<file path="src/rtl/ifetch_pkg.sv">
// ifetch_pkg: fetch FSM states, 8-bit ISA field encodings and the built-in default program.
package ifetch_pkg;
    typedef enum logic [1:0] {IDLE, RUN, HALT} state_t;
    typedef enum logic [1:0] {OP_ALU, OP_LDI, OP_BR, OP_JMP} op_t;
    localparam int FIELD_W = 2;
    localparam int OP_LSB = 6;
    localparam int RS_LSB = 4;
    localparam int RT_LSB = 2;
    localparam int IMM_LSB = 0;
    localparam int PROG_LEN = 4;
    localparam logic [7:0] DEFAULT_PROG [PROG_LEN] = '{8'h49, 8'hC1, 8'h18, 8'hA9};
endpackage

</file>
<file path="src/rtl/ifetch_mem.sv">
// ifetch_mem: instruction store with a registered read port and a single write port.
// IFETCH_LOAD_EN selects a writable RAM; otherwise a ROM of the package default program.
module ifetch_mem import ifetch_pkg::*; #(
    parameter int IW = 8,
    parameter int DEPTH = 32,
    parameter int AW = $clog2(DEPTH)
) (
    input  logic          clk,
    input  logic          rst,
    input  logic          re,
    input  logic [AW-1:0] raddr,
    output logic [IW-1:0] rdata,
    input  logic          we,
    input  logic [AW-1:0] waddr,
    input  logic [IW-1:0] wdata
);
`ifdef IFETCH_LOAD_EN
    logic [IW-1:0] mem [DEPTH];
    always_ff @(posedge clk) begin
        if (we) mem[waddr] <= wdata;
    end
`else
    logic [IW-1:0] mem [DEPTH];
    logic unused_w;
    assign unused_w = ^{we, waddr, wdata};
    for (genvar i = 0; i < DEPTH; i++) begin : g_rom
        if (i < PROG_LEN) begin : g_prog
            assign mem[i] = IW'(DEFAULT_PROG[i]);
        end else begin : g_zero
            assign mem[i] = '0;
        end
    end
`endif
    // Only the read register is reset; stored words survive reset.
    always_ff @(posedge clk) begin
        if (rst) rdata <= '0;
        else if (re) rdata <= mem[raddr];
    end
endmodule

</file>
<file path="src/rtl/instr_fetch.sv">
// instr_fetch: IDLE/RUN/HALT fetch FSM with PC, one-bubble jump redirect and sticky fault.
// Define IFETCH_LOAD_EN to make the program memory loadable through the ld_* port.
module instr_fetch import ifetch_pkg::*; #(
    parameter int IW = 8,
    parameter int DEPTH = 32,
    localparam int AW = $clog2(DEPTH)
) (
    input  logic          clk50,
    input  logic          reset,
    input  logic          run,
    input  logic          stall,
    input  logic          jump_valid,
    input  logic [AW:0]   jump_offset,
    input  logic          ld_valid,
    input  logic [AW-1:0] ld_addr,
    input  logic [IW-1:0] ld_data,
    output logic          ld_ready,
    output logic [IW-1:0] instr_out,
    output logic [AW-1:0] pc_out,
    output logic          instr_valid,
    output logic          halted,
    output logic          fault
);
    state_t state, state_n;
    logic [AW:0] pc, pc_n;
    logic [AW-1:0] pc_out_n;
    logic valid_n, fault_n, fetch, mem_we, target_bad;
    logic [AW+1:0] target;
    // pc is one bit wider than an address so that running off the end is representable.
    assign target = {2'b00, pc_out} + (AW+2)'(1) + {jump_offset[AW], jump_offset};
    assign target_bad = target[AW+1] || target[AW:0] >= (AW+1)'(DEPTH);
    assign halted = state == HALT;
`ifdef IFETCH_LOAD_EN
    assign ld_ready = state == IDLE;
`else
    assign ld_ready = 1'b0;
`endif
    assign mem_we = ld_valid && ld_ready && {1'b0, ld_addr} < (AW+1)'(DEPTH);
    always_comb begin
        state_n = state;
        pc_n = pc;
        pc_out_n = pc_out;
        valid_n = instr_valid;
        fault_n = fault;
        fetch = 1'b0;
        case (state)
            IDLE: begin
                if (run) begin
                    state_n = RUN;
                    pc_n = '0;
                end
            end
            RUN: begin
                if (!run) begin
                    state_n = IDLE;
                    valid_n = 1'b0;
                end else if (!stall) begin
                    if (jump_valid && instr_valid) begin
                        valid_n = 1'b0;
                        if (target_bad) begin
                            state_n = HALT;
                            fault_n = 1'b1;
                        end else pc_n = target[AW:0];
                    end else if (pc == (AW+1)'(DEPTH)) begin
                        state_n = HALT;
                        valid_n = 1'b0;
                    end else begin
                        fetch = 1'b1;
                        pc_out_n = pc[AW-1:0];
                        valid_n = 1'b1;
                        pc_n = pc + 1'b1;
                    end
                end
            end
            HALT: state_n = run ? HALT : IDLE;
            default: state_n = IDLE;
        endcase
    end
    always_ff @(posedge clk50) begin
        if (reset) begin
            state <= IDLE;
            pc <= '0;
            pc_out <= '0;
            instr_valid <= 1'b0;
            fault <= 1'b0;
        end else begin
            state <= state_n;
            pc <= pc_n;
            pc_out <= pc_out_n;
            instr_valid <= valid_n;
            fault <= fault_n;
        end
    end
    ifetch_mem #(.IW(IW), .DEPTH(DEPTH), .AW(AW)) u_mem (
        .clk(clk50),
        .rst(reset),
        .re(fetch),
        .raddr(pc[AW-1:0]),
        .rdata(instr_out),
        .we(mem_we),
        .waddr(ld_addr),
        .wdata(ld_data)
    );
endmodule

</file>
<file path="config.mk">
export PLATFORM = sky130hd
export DESIGN_NAME = instr_fetch
export DESIGN_NICKNAME = d
export VERILOG_FILES = /design/src/rtl/ifetch_pkg.sv /design/src/rtl/ifetch_mem.sv /design/src/rtl/instr_fetch.sv
export SDC_FILE = /design/constraint.sdc
export NUM_CORES = 1
export LEC_CHECK = 0
export ABC_AREA = 0
export CORE_MARGIN = 2
export CORE_UTILIZATION = 42
export CTS_CLUSTER_DIAMETER = 40
export DETAILED_ROUTE_END_ITERATION = 12
export PLACE_DENSITY = 0.75
export REMOVE_ABC_BUFFERS = 1
export SYNTH_ARGS = -nofsm -noshare
export SYNTH_HDL_FRONTEND = slang
export SYNTH_SLANG_ARGS = --single-unit
export TNS_END_PERCENT = 100
</file>
<file path="constraint.sdc">
create_clock -name clk50 -period 3.9 [get_ports clk50]
set_input_delay 0.585 -clock clk50 [delete_from_list [all_inputs] [get_ports clk50]]
set_output_delay 0.585 -clock clk50 [all_outputs]
set_load 0.05 [all_outputs]
</file>
==> results of run 1 <==
==> stage by stage <==
stage	std cells	util	hold slack, ns	worst slack (ns)	cell area, um2
final	250	0.524	0.495	1.12	1730
after CTS	250	0.524	0.500	1.13	1730
after detailed placement	246	0.516	0.471	0.796	1710
after global placement	246	0.516	0.467	0.808	1710
after global routing	250	0.524	0.519	1.02	1730
after floorplan	174	-	0.464	1.39	1400
==> cell families (layout without fill, tap and decap cells) <==
family / count (synthesis) / after routing / synth area share
AOI/OAI and AO/OA: 42 / 42 / 0.179
muxes: 8 / 8 / 0.0631
DFF: 21 / 21 / 0.290
adders and majority gates: 15 / 15 / 0.135
other: 1 / 3 / 0.00259
and+or+nand+nor: 71 / 71 / 0.235
buffers and inverters: 20 / 39 / 0.0648
xor gates and xnor gates: 5 / 5 / 0.0303
==> synth_stat cells, types with 2 or more instances <==
cell type  instances  area, um2
nand4_1            2       12.5
ha_1              14        175
o221ai_1           2       17.5
buf_4              3       22.5
a211o_1            2       17.5
nor2_1            21       78.8
nand2b_1           3       18.8
nand2_1           17       63.8
nor3_1             7       35.0
nand3_1            6       30.0
or3_1              3       18.8
clkbuf_1           6       22.5
o211ai_1           2       15.0
mux2i_1            5       50.1
inv_1              9       33.8
mux2_4             2       30.0
nor2b_1            5       31.3
dfxtp_1           21        420
o21ai_0            7       35.0
a21oi_1           19       95.1
xnor2_1            3       26.3
xor2_1             2       17.5
==> registers in the layout (all words and copies together) (netlist names) <==
register / flops
pc: 6
pc_out: 5
state: 2
fault: 1
u_mem.rdata: 6
instr_valid: 1
==> metal layers <==
metal / track usage / up-vias / wire (um)
met5: 0 / - / 0
met4: 0.0417 / 0 / 26
met3: 0.0360 / 4 / 125
met2: 0.259 / 23 / 1370
met1: 0.212 / 594 / 1480
li1: - / 670 / -
==> final timing paths <==
kind,startpoint,endpoint,slack (ns),cells past startpoint
max reg2reg,pc_out[0],pc[4],1.45,9
max,jump_offset[0],pc[4],1.12,10
min reg2reg,fault,fault,0.50,2
min,fault,fault,0.50,2
==> power breakdown <==
part | leakage (nW) | switching [mW] | internal, mW | total (mW)
Combinational | 0.520 | 0.115 | 0.0728 | 0.188
Sequential | 0.170 | 0.00924 | 0.226 | 0.235
Clock | 0.0150 | 0.0697 | 0.0400 | 0.110
Total | 0.705 | 0.194 | 0.339 | 0.533
==> area by class of cell <==
class / count / area, um2
timing repair buffer: 26 / 255
tap: 46 / 57.6
fill: 350 / 1580
sequential: 21 / 420
clock buffer: 4 / 26.3
inverter: 9 / 33.8
multi-input combinational: 144 / 941
==> worst reg2reg max path: stages (launching register included) <==
cell and delay [ns]:
dfxtp_1 0.34, inv_1 0.06, ha_1 0.17, inv_1 0.06
fa_1 0.41, a211oi_1 0.33, a211o_1 0.18, and2_4 0.16
a211o_1 0.34, mux2_4 0.33
==> results.json, run 1 <==
{
  "async_flop_share": 0,
  "cts_sinks": 21,
  "tns_ns": 0,
  "grt_util_all_layers": 0.159,
  "wirelength_mm": 3.00,
  "path_max_fanout": 6,
  "cts_root_buf": "clkbuf_4",
  "arrival_ns": 3.00,
  "endpoint_kind": "flop",
  "synth_ff_type": "dfxtp_1",
  "layout-drive-gt1-share": 0.0539,
  "synth_area_per_cell_um2": 7.91,
  "mostFrequentLayoutCells": "clkdlybuf4s50_1 (24), nor2_1 (21), dfxtp_1 (21), a21oi_1 (19), nand2_1 (17)",
  "worst-path-buf-inv": 3,
  "cts_tree": "yes",
  "die_h_um": 62.7,
  "grt_pass1_vias": 1154,
  "fmax_mhz": 359,
  "yosysSeqAreaShare": 0.290,
  "drc_errors": 0,
  "coreArea_um2": 3310,
  "grt_pass1_wl_mm": 5.18,
  "vias": 1291,
  "powerDensity_nw_per_um2": 307,
  "gp_congestion": 0.758,
  "worstPathCellList": "clkdlybuf4s50_1 > inv_1 > ha_1 > inv_1 > fa_1 > a211oi_1 > a211o_1 > and2_4 > a211o_1 > mux2_4",
  "critPathTopFamily": "compound AO/OA/AOI/OAI gates",
  "antenna_found_initial": 0,
  "die_w_um": 62.7,
  "period_share": 0.714,
  "cts_buffers": 3,
  "crit_slowest_cell": "fa_1",
  "ctsHtreeMaxLevel": 1,
  "yosys_warnings": 0,
  "max-cap-violations": 0,
  "min_path_type": "reg -> reg",
  "final-setup-viol-count": 0,
  "avgViaCountPerCell": 5.16,
  "ys_seq_elements": 21,
  "io_pins": 42,
  "postCtsSetupRepairBufs": 0,
  "grt_max_degree": 23,
  "grt_overflow_total": 0,
  "dp_hpwl_mm": 2.21,
  "initialDrtViolationCount": 35,
  "rows": 21,
  "syn_to_final_growth_pct": 19.8,
  "die-area_um2": 3930,
  "critPathRequiredTime_ns": 4.12,
  "power_uw": 533,
  "diodes": 0,
  "wl_per_cell_um": 12.0,
  "insertion_delay_ns": 0.31,
  "worst-setup-path-type": "in -> reg",
  "first_pass_iters": 4,
  "period_needed_ns": 2.78,
  "drv_slew": 0,
  "peakVddDrop_uv": 153,
  "final_nets": 245,
  "skew_ns": 0.00648,
  "drtAntennaViolNets": 0,
  "syn-instance-count": 183,
  "finalHoldViolCount": 0,
  "layout_commonest_cell": "clkdlybuf4s50_1",
  "cts_resized": 0,
  "rsz0062_at_grt": "no",
  "cpPeakStageDelay_ns": 0.41,
  "postCtsHoldBufs": 0,
  "synth_edf_count": 0,
  "clk_pin_slew_ns": 0.12,
  "synth.cell_area_um2": 1450,
  "cts.path.max_buffers": 2,
  "outcome": "finished clean",
  "io_buffer_count": 24,
  "cp-start-kind": "input port",
  "start_util": 0.437,
  "yosysUniqueCellTypes": 44,
  "p_leak_nw": 0.705
}
Note: power is estimated with default switching activity, not from simulation.
==> run 2: changes to the inputs <==
- clock period: 3.9 -> 2.8 ns (I/O delays scaled with it)
==> results.json, run 2 (synthesis gave the netlist of run 1 again) <==
{
  "postCtsHoldBufs": 0,
  "syn_to_final_growth_pct": 22.5,
  "rsz0062_at_grt": "no",
  "drv_slew": 0,
  "arrival_ns": 2.71,
  "grt_util_all_layers": 0.159,
  "nFillCells": 345,
  "final_util": 0.536,
  "skew_ns": 0.00539,
  "largestRegisters": "pc: 6 flops, u_mem.rdata: 6 flops, pc_out: 5 flops",
  "coreArea_um2": 3310,
  "dp_hpwl_mm": 2.31,
  "tightest_slew_ns": 0.501,
  "die_h_um": 62.7,
  "period_share": 0.884,
  "critPathRequiredTime_ns": 3.04,
  "multi_input_area_um2": 941,
  "clk_pin_slew_ns": 0.12,
  "seq_area_um2": 420,
  "grt_overflow_total": 0,
  "cts_tree": "yes",
  "cts_buffers": 3,
  "die_w_um": 62.7,
  "busiest_layer": "met2",
  "vias": 1310,
  "rows": 21,
  "io_pins": 42,
  "mostFrequentLayoutCells": "clkdlybuf4s50_1 (24), nor2_1 (21), dfxtp_1 (21), a21oi_1 (19), nand2_1 (17)",
  "outcome": "finished clean",
  "tns_ns": 0,
  "insertion_delay_ns": 0.31,
  "layout-drive-gt1-share": 0.0813,
  "wl_per_cell_um": 12.0,
  "io_buffer_count": 24,
  "layout_commonest_cell": "clkdlybuf4s50_1",
  "met3_usage": 0.0378,
  "die-area_um2": 3930,
  "diodes": 0,
  "initialDrtViolationCount": 57,
  "cts_resized": 0,
  "grt_max_degree": 22,
  "grt_pass1_vias": 1182,
  "drc_errors": 0,
  "final-setup-viol-count": 0,
  "grt_pass1_wl_mm": 5.18,
  "min_path_type": "reg -> reg",
  "final_nets": 250,
  "powerDensity_nw_per_um2": 423,
  "drtAntennaViolNets": 0,
  "p_leak_nw": 0.731,
  "met2_usage": 0.261,
  "worst-setup-path-type": "in -> reg",
  "path_max_fanout": 4,
  "gp_congestion": 0.783,
  "cts.path.max_buffers": 2,
  "max-cap-violations": 0,
  "first_pass_iters": 4,
  "cts_root_buf": "clkbuf_4",
  "avgViaCountPerCell": 5.14,
  "finalHoldViolCount": 0,
  "ctsHtreeMaxLevel": 1,
  "start_util": 0.437,
  "endpoint_kind": "flop",
  "cts_sinks": 21,
  "postCtsSetupRepairBufs": 0,
  "antenna_found_initial": 0,
  "wirelength_mm": 3.07,
  "max_slew_margin": 0.665,
  "globalRouteMet1Util": 0.215,
  "fmax_mhz": 404,
  "cp-start-kind": "input port",
  "peakVddDrop_uv": 347,
  "period_needed_ns": 2.47
}
==> run 2: cell count changes in the layout (fill, tap and decap cells not counted), sizes merged <==
cell,previous run,this run
buf,2,7
clkinv,0,1
clkbuf,4,3
==> run 2: power breakdown <==
group          internal (mW)  switching (mW)
logic                  0.111           0.164
clock network         0.0534          0.0953
registers              0.315          0.0125
==> run 2: path summary, 6_finish.rpt <==
kind / start / endpoint / slack, ns / cells past startpoint
min: u_mem.rdata[3] / u_mem.rdata[3] / 0.50 / 2
max reg2reg: pc_out[0] / pc[2] / 0.50 / 10
max: jump_offset[0] / pc[2] / 0.33 / 11
min reg2reg: u_mem.rdata[3] / u_mem.rdata[3] / 0.50 / 2
==> run 2: metal layers <==
layer  part of all wire  wire length [um]
met3              0.054               164
met5                  0                 0
met2               0.47              1430
met1               0.48              1460
met4             0.0033                10
==> run 2: area by class of cell <==
class / instances / area share
clock buffers: 3 / 0.0127
multi-input cells: 144 / 0.531
well taps: 46 / 0.0325
inverters: 9 / 0.0191
flip-flops and latches: 21 / 0.237
repair buffers: 31 / 0.165
clock inverters: 1 / 0.00282
==> run 2: stage by stage <==
| stage | std cells | worst slack [ns] | instance area, um2 | power [mW] | hold slack, ns |
|---|---|---|---|---|---|
| 3_3_place_gp | 251 | 0.0345 | 1750 | 0.603 | 0.470 |
| 5_1_grt | 255 | 0.161 | 1770 | 0.799 | 0.517 |
| 2_1_floorplan | 174 | 0.291 | 1400 | 0.520 | 0.464 |
| 3_5_place_dp | 251 | 0.0268 | 1750 | 0.606 | 0.477 |
| 4_1_cts | 255 | 0.322 | 1770 | 0.756 | 0.502 |
| 6_report | 255 | 0.326 | 1770 | 0.750 | 0.499 |
==> run 2: worst max-delay path, stage by stage <==
cell	delay, ns
clkdlybuf4s50_1	0.39
inv_1	0.06
ha_1	0.18
inv_1	0.06
fa_1	0.39
a211oi_1	0.29
a211o_1	0.18
and2_4	0.15
a211o_1	0.21
buf_4	0.18
mux2i_1	0.20
==> run 3: changes to the inputs <==
- CORE_UTILIZATION: 42 -> 25
- GPL_ROUTABILITY_DRIVEN: default -> 1
- PLACE_DENSITY: 0.75 -> 0.51
==> results.json, run 3 (synthesis gave the netlist of run 1 again) <==
{
  "outcome": "finished clean",
  "drc_errors": 0,
  "min_path_type": "reg -> reg",
  "final_util": 0.331,
  "r2r_end": "pc[5]",
  "min_from": "fault",
  "cts_sinks": 21,
  "path_max_fanout": 4,
  "period_needed_ns": 2.53,
  "max-cap-violations": 0,
  "grt_pass1_vias": 1261,
  "multi_input_area_um2": 942,
  "grt_max_degree": 22,
  "ctsHtreeMaxLevel": 1,
  "die-area_um2": 6420,
  "gp_congestion": 0.745,
  "final-setup-viol-count": 0,
  "io_pins": 42,
  "first_pass_iters": 4,
  "cts.path.max_buffers": 2,
  "antenna_found_initial": 0,
  "cts_buffers": 3,
  "clk_pin_slew_ns": 0.08,
  "peakVddDrop_uv": 181,
  "layout-drive-gt1-share": 0.0857,
  "powerDensity_nw_per_um2": 441,
  "p_leak_nw": 0.743,
  "holdPathStages": 2,
  "drtAntennaViolNets": 0,
  "grt_util_all_layers": 0.114,
  "rows": 27,
  "avgViaCountPerCell": 4.57,
  "coreArea_um2": 5540,
  "tns_ns": 0,
  "cts_root_buf": "clkbuf_8",
  "largestRegisters": "pc: 6 flops, u_mem.rdata: 6 flops, pc_out: 5 flops",
  "nFillCells": 623,
  "rr_startpoint": "pc_out[0]",
  "endpoint_kind": "flop",
  "diodes": 0,
  "finalHoldViolCount": 0,
  "rsz0062_at_grt": "no",
  "start_util": 0.261,
  "mostFrequentLayoutCells": "clkdlybuf4s50_1 (24), nor2_1 (21), dfxtp_1 (21), a21oi_1 (19), nand2_1 (17)",
  "wl_per_cell_um": 12.1,
  "grt_overflow_total": 0,
  "rr_worst_depth": 10,
  "dp_hpwl_mm": 2.59,
  "die_h_um": 80.1,
  "power_uw": 808,
  "tightest_slew_ns": 0.499,
  "syn_to_final_growth_pct": 26.6,
  "max_slew_margin": 0.666,
  "cts_tree": "yes",
  "fmax_mhz": 395,
  "seq_area_um2": 420,
  "arrival_ns": 2.73,
  "die_w_um": 80.1,
  "insertion_delay_ns": 0.26,
  "io_buffer_count": 24,
  "skew_ns": 0.00511,
  "period_share": 0.905,
  "layout_commonest_cell": "clkdlybuf4s50_1",
  "hold-path-endpoint": "fault",
  "worst-setup-path-type": "in -> reg",
  "initialDrtViolationCount": 85,
  "grt_pass1_wl_mm": 5.81,
  "final_nets": 251,
  "worstPathCellList": "clkdlybuf4s50_1 > inv_1 > ha_1 > inv_1 > fa_1 > a211oi_1 > a211o_1 > and2_4 > a211o_1 > buf_4 > mux2i_1",
  "cp-start-kind": "input port",
  "cpPeakStageDelay_ns": 0.39,
  "critPathRequiredTime_ns": 3.00,
  "vias": 1288,
  "wirelength_mm": 3.43,
  "drv_slew": 0,
  "rrSetupSlack_ns": 0.49,
  "fin_cells": 282,
  "postCtsHoldBufs": 0,
  "crit_slowest_cell": "clkdlybuf4s50_1",
  "placed_cells": 278
}
## run 3: worst max path at each step
stage / slack (ns) / endpoint / start / cells after the start
finish: 0.27 / pc[5] / jump_offset[0] / 11
global route: 0.11 / pc[5] / jump_offset[1] / 8
CTS: 0.23 / pc[5] / jump_offset[1] / 8
detailed placement: -0.01 / pc[5] / jump_offset[1] / 8
global placement: -0.03 / pc[5] / jump_offset[1] / 8
floorplan: 0.29 / pc[3] / pc_out[0] / 9
## run 3: metrics by stage
| stage | worst slack, ns | cell area (um2) | hold WS [ns] |
|---|---|---|---|
| 4_1_cts | 0.231 | 1830 | 0.485 |
| 3_5_place_dp | -0.0108 | 1790 | 0.463 |
| 3_3_place_gp | -0.0301 | 1790 | 0.468 |
| 5_1_grt | 0.107 | 1830 | 0.530 |
| 2_1_floorplan | 0.291 | 1400 | 0.464 |
| 6_report | 0.267 | 1830 | 0.484 |
## run 3: cell type report
cell class / instances / share of cell area
Multi-Input combinational cell: 144 / 0.514
Sequential cell: 21 / 0.229
Timing Repair Buffer: 32 / 0.164
Tap cell: 72 / 0.0491
Clock buffer: 3 / 0.0225
Inverter: 9 / 0.0184
Clock inverter: 1 / 0.00273
## run 3: worst max-delay path: cells and delay by family
kind            cells  cell delay [ns]
fa+ha+maj           2             0.57
compound gates      3             0.73
buf+inv             4             0.69
mux                 1             0.17
simple gates        1             0.15
## run 3: timing repair
| action | CTS | global route |
|---|---|---|
| gates resized for setup | 0 | 1 |
| setup buffers | 0 | 0 |
| endpoints found under the setup margin | 0 | 1 |
## run 3: power breakdown
| part | internal [mW] | switching, mW |
|---|---|---|
| logic | 0.111 | 0.165 |
| registers | 0.314 | 0.0135 |
| clock network | 0.0992 | 0.104 |
| total | 0.525 | 0.283 |
## run 3: routing by layer
layer | global-route usage | part of all wire
met1 | 0.156 | 0.52
met5 | 0 | 0
met3 | 0.0281 | 0.034
met2 | 0.180 | 0.44
met4 | 0.0288 | 0.0067
